$ cat config.mk
export PLATFORM = sky130hd
export DESIGN_NAME = vitdec_rx
export DESIGN_NICKNAME = d
export VERILOG_FILES = /design/src/rtl/vitdec_pkg.sv /design/src/rtl/vitdec_acs.sv /design/src/rtl/vitdec_rx.sv
export SDC_FILE = /design/constraint.sdc
export NUM_CORES = 1
export LEC_CHECK = 0
export BUFFER_PORTS_ARGS = -buffer_cell sky130_fd_sc_hd__buf_2
export CORE_ASPECT_RATIO = 0.9
export CORE_MARGIN = 1
export CORE_UTILIZATION = 62
export CTS_BUF_LIST = sky130_fd_sc_hd__clkbuf_8
export DETAILED_ROUTE_END_ITERATION = 10
export PLACE_DENSITY = 0.86
export SYNTH_ARGS = -nofsm -noshare
export SYNTH_HDL_FRONTEND = slang
export SYNTH_SLANG_ARGS = --single-unit
$ cat constraint.sdc
create_clock -name clk -period 15.4 [get_ports clk]
set_clock_uncertainty 0.05 [all_clocks]
set_input_delay 4.62 -clock clk [delete_from_list [all_inputs] [get_ports clk]]
set_output_delay 4.62 -clock clk [all_outputs]
set_load 0.005 [all_outputs]
$ cat src/rtl/vitdec_pkg.sv
// Shared constants and trellis helpers for the rate-1/2, K=3 (7,5) Viterbi decoder.
package vitdec_pkg;
  localparam int NUM_STATES = 4;
  localparam int K = 3;
  localparam logic [2:0] G_HI = 3'b111;
  localparam logic [2:0] G_LO = 3'b101;
  localparam int PM_INIT = 4;

  // state = {m1,m0}; the tap vector is {d,m1,m0}
  function automatic logic [1:0] exp_sym(input logic [1:0] state, input logic d);
    logic [2:0] w_taps;
    w_taps  = {d, state};
    exp_sym = {^(w_taps & G_HI), ^(w_taps & G_LO)};
  endfunction

  function automatic logic [1:0] hamming2(input logic [1:0] a, input logic [1:0] b);
    logic [1:0] w_x;
    w_x      = a ^ b;
    hamming2 = {1'b0, w_x[1]} + {1'b0, w_x[0]};
  endfunction
endpackage

$ cat src/rtl/vitdec_acs.sv
// One add-compare-select unit plus register-exchange survivor update for a single next state.
module vitdec_acs
  import vitdec_pkg::*;
#(
  parameter int TB_DEPTH = 15,
  parameter int PM_W     = 5
) (
  input  logic                i_d,
  input  logic [PM_W-1:0]     i_pm0,
  input  logic [PM_W-1:0]     i_pm1,
  input  logic [1:0]          i_bm0,
  input  logic [1:0]          i_bm1,
  input  logic [TB_DEPTH-2:0] i_sv0,
  input  logic [TB_DEPTH-2:0] i_sv1,
  output logic [PM_W-1:0]     o_pm,
  output logic [TB_DEPTH-1:0] o_sv
);
  logic [PM_W-1:0]     w_cand0;
  logic [PM_W-1:0]     w_cand1;
  logic                w_sel;
  logic [TB_DEPTH-2:0] w_sv_sel;

  assign w_cand0 = i_pm0 + PM_W'(i_bm0);
  assign w_cand1 = i_pm1 + PM_W'(i_bm1);
  // strict compare so a tie keeps the m0=0 predecessor
  assign w_sel    = (w_cand1 < w_cand0);
  assign o_pm     = w_sel ? w_cand1 : w_cand0;
  assign w_sv_sel = w_sel ? i_sv1 : i_sv0;
  assign o_sv     = {w_sv_sel, i_d};
endmodule

$ cat src/rtl/vitdec_rx.sv
// Hard-decision Viterbi decoder: BM generation, four ACS units, normalisation,
// best-state pick and the decoded-bit output registers.
module vitdec_rx
  import vitdec_pkg::*;
#(
  parameter int TB_DEPTH = 15,
  parameter int PM_W     = 5
) (
  input  logic       clk,
  input  logic       rst,
  input  logic       in_valid,
  input  logic [1:0] sym_in,
  output logic       dec_valid,
  output logic       dec_out
);
  // Handshake: in_valid qualifies sym_in and every valid cycle is consumed (no ready);
  // dec_valid is a one-cycle strobe that the sink must take whenever it is high.
  localparam int CNT_W = $clog2(TB_DEPTH);
  localparam logic [CNT_W-1:0] FILL_MAX = CNT_W'(TB_DEPTH - 1);

  logic [PM_W-1:0]     r_pm [NUM_STATES];
  // The oldest survivor bit is only ever needed for the output, which reads it
  // from the freshly exchanged survivors, so stored survivors omit it.
  logic [TB_DEPTH-2:0] r_sv [NUM_STATES];
  logic [CNT_W-1:0]    r_fill;
  logic                r_dec_valid;
  logic                r_dec_out;

  logic [PM_W-1:0]     w_pm_new [NUM_STATES];
  logic [TB_DEPTH-1:0] w_sv_new [NUM_STATES];
  logic [PM_W-1:0]     w_pm_min;
  logic [1:0]          w_best;

  for (genvar n = 0; n < NUM_STATES; n++) begin : g_acs
    localparam int   P0 = (n % 2) * 2;
    localparam int   P1 = P0 + 1;
    localparam logic D  = 1'((n / 2) % 2);
    logic [1:0] w_bm0;
    logic [1:0] w_bm1;

    assign w_bm0 = hamming2(sym_in, exp_sym(2'(P0), D));
    assign w_bm1 = hamming2(sym_in, exp_sym(2'(P1), D));

    vitdec_acs #(.TB_DEPTH(TB_DEPTH), .PM_W(PM_W)) u_acs (
      .i_d   (D),
      .i_pm0 (r_pm[P0]),
      .i_pm1 (r_pm[P1]),
      .i_bm0 (w_bm0),
      .i_bm1 (w_bm1),
      .i_sv0 (r_sv[P0]),
      .i_sv1 (r_sv[P1]),
      .o_pm  (w_pm_new[n]),
      .o_sv  (w_sv_new[n])
    );
  end

  always_comb begin
    w_pm_min = w_pm_new[0];
    w_best   = 2'd0;
    for (int i = 1; i < NUM_STATES; i++) begin
      if (w_pm_new[i] < w_pm_min) begin
        w_pm_min = w_pm_new[i];
        w_best   = 2'(i);
      end
    end
  end

  always_ff @(posedge clk) begin
    if (rst) begin
      for (int i = 0; i < NUM_STATES; i++) begin
        r_pm[i] <= (i == 0) ? '0 : PM_W'(PM_INIT);
        r_sv[i] <= '0;
      end
      r_fill      <= '0;
      r_dec_valid <= 1'b0;
      r_dec_out   <= 1'b0;
    end else if (in_valid) begin
      for (int i = 0; i < NUM_STATES; i++) begin
        r_pm[i] <= w_pm_new[i] - w_pm_min;
        r_sv[i] <= w_sv_new[i][TB_DEPTH-2:0];
      end
      if (r_fill != FILL_MAX) r_fill <= r_fill + CNT_W'(1);
      r_dec_valid <= (r_fill == FILL_MAX);
      r_dec_out   <= w_sv_new[w_best][TB_DEPTH-1];
    end else begin
      r_dec_valid <= 1'b0;
    end
  end

  assign dec_valid = r_dec_valid;
  assign dec_out   = r_dec_out;
endmodule
==> results.md <==
- Status: complete, no violations
- Async set-reset flop share out of synthesis: 0%
- # port buffers: 6
- Met2 WL: 7620 µm
- Worst Hold Launch: dec_out
- R2R Setup Slk: 5.84 ns
- Crit Path Max Fanout: 20
- Tmin final: 13.76 ns
- Vias in the first global route: 5362
- Iter 0 DRT Violations: 523
- Largest net degree at the start of global routing: 61
- Die width: 112 µm
- RSZ-0062 raised after global routing: false
- Slowest stage delay, CP: 0.75 ns
- Sum Neg Setup Slack: 0 ns
- Hold buffer count at CTS: 0
- Distinct cells, synth: 82
- Dominant synthesized flop cell: edfxtp_1
- Post-Syn Area per Cell: 9.48 µm²
- Setup crit end kind: flip-flop
- All-Layer GR Usage: 30.9%
- Synthesized area: 6710 µm²
- Post-synthesis sequential area ratio: 33.9%
- Fill cell count: 807
- Reg2reg start: r_pm[0][1]
- Clk pin slew, worst setup/hold paths: 0.09 ns
- Share of post-route cells with drive strength above 1: 9.92%
- Top-count cell post-synth: nor2_1
- Final hold violations: 0
- CTS tree: yes
- Post-CTS sizing: 0
- Placed wire-length estimate: 12800 µm
- Root Buffer: clkbuf_8
- Final setup fails: 0
- Highest metal used: met4
- Post-synthesis simple-gate area fraction: 15.8%
- CP bufs+invs: 7
- Synth Area in Compound Gates: 18.4%
- Post-synthesis xor/xnor area fraction: 5.17%
- Critical Path AT: 13.92 ns
- Reg2reg end: r_pm[1][4]
- Setup crit start kind: input port
- DRC Markers: 0
- CTS Buf Count: 9
- Hold EP: dec_out
- Final WL: 16800 µm
- Synthesis Warnings: 0
- Core area: 10400 µm²
- Ant diodes: 0
- Clock Latency Late Sink: 0.36 ns
- Routability cong.: 0.999
- Area leader, netlist: edfxtp_1
- GRT overflow: 0
- IO Pins: 7
- Number of routed nets with antenna violations: 0
- Post-Synth Adder-Cell Area: 10.1%
- Req. time, crit path: 15.56 ns
- Tightest Pin Transition: 0.987 ns
- DR WL/cell: 20.2 µm
- Initial antenna violation count: 0
- F_max: 72.7 MHz
- R2R cell count: 39
- Most instantiated cells after synthesis: 91 x nor2_1, 71 x edfxtp_1, 70 x mux2i_1
- Synthesized instance count: 708
- H-tree depth: 3
- Worst hold path class: reg2reg
- Clock Tree Buf Depth: 2
- Fin crit share: 89.4%
- First-pass GRT wire length: 27000 µm
- Post-route core utilization: 67.7%
- Post-synth EDFFs: 71
- Worst Hold Depth: 2
- Mapped Nets: 761
- Starting Density: 64.6%
- Vias/cell: 6.60
- Max_cap viols: 0
- Area growth, synth to finish: 4.70%
- Largest cells by area after synthesis: edfxtp_1 32%, mux2i_1 10%, ha_1 9.0%
- Site Rows: 35
- Top delay family on crit path: compound AO/OA/AOI/OAI gates
- Largest family of logic cells by synthesized area: compound AO/OA/AOI/OAI gates
- Via Count: 5513
- DR WL met3: 1410 µm
- Post-CTS setup buffer count: 0
- Chip height: 101 µm
- Share of the synthesized area in the top cell type: 31.8%
- Slowest cell on crit path: a22oi_4
- Die footprint: 11200 µm²
- Most used cell, CP: ha_1
- Path type of the worst setup path: in2reg
- Mux cell area share after synthesis: 12.0%
- Max-Slew Margin vs Limit: 32.5%
- Clock Sinks: 78
- DRT met1 WL: 7400 µm
- Pre-antenna DRT Iters: 6
- Nets: 754
- Final Max Tran Viols: 0
- Yosys reg bits: 78
worst max path at each step:
stage                         start    endpoint  slack (ns)  cells after the start
after global routing      sym_in[0]  r_pm[1][4]        0.96                     39
after CTS                 sym_in[0]  r_pm[0][4]        1.72                     39
after global placement    sym_in[0]  r_pm[1][4]        1.68                     42
after detailed placement  sym_in[0]  r_pm[0][4]        1.39                     39
final                     sym_in[0]  r_pm[1][4]        1.64                     41
after floorplan           sym_in[0]  r_pm[1][4]        2.85                     42
layer usage:
metal | up-vias | track usage, %
li1 | 2591 | -
met1 | 2660 | 40.6
met2 | 224 | 50.5
met3 | 38 | 6.43
met4 | 0 | 11.6
met5 | - | 0
area by class of cell:
type	count	area (µm²)	share of cell area [%]
Timing Repair Buffer	11	67.6	0.962
Sequential cell	78	2270	32.3
Tap cell	129	161	2.30
Multi-Input combinational cell	558	4140	59.0
Inverter	43	161	2.30
Clock inverter	7	96.3	1.37
Clock buffer	9	124	1.76
stage by stage:
step           area (µm²)  cells  setup WS [ns]  hold slack (ns)
6_report             7020    835           1.64            0.453
2_1_floorplan        6710    708           2.85            0.399
5_1_grt              7020    835          0.957            0.487
4_1_cts              7020    835           1.72            0.448
3_5_place_dp         6800    819           1.39            0.437
3_3_place_gp         6800    819           1.68            0.413
cell families (layout without fill, tap and decap cells):
kind of cell,after synthesis,after routing
AND/OR/NAND/NOR,222,222
AO/OA/AOI/OAI,164,164
multiplexers,79,79
flip-flops,78,78
buffers and inverters,72,70
adder cells (fa/ha/maj),55,55
XOR/XNOR,38,38
worst min-delay path: cells and delay by family, from the launching register on:
kind            cells  cell delay (ns)
buf+inv             1             0.05
flops               1             0.32
compound gates      1             0.08
cells in the final DEF (no fill, tap or decap), types with 9 or more instances in the layout:
cell / instances
xor2_1: 16
o21ai_0: 27
edfxtp_1: 71
xnor2_1: 21
nand2b_1: 9
nand3_1: 10
clkbuf_8: 9
ha_1: 48
nand2_1: 46
nor2_1: 91
nor3_1: 10
mux2i_1: 70
a21oi_1: 36
inv_1: 43
and2_1: 13
flip-flops by register name, indices dropped and copies added (netlist names):
name,flops
dec_out,1
dec_valid,1
r_fill,4
r_pm,20
r_sv,52
Power is left out: the tool's default activity adds up to more than one toggle a clock period on the data nets, which glitch-free logic cannot reach.
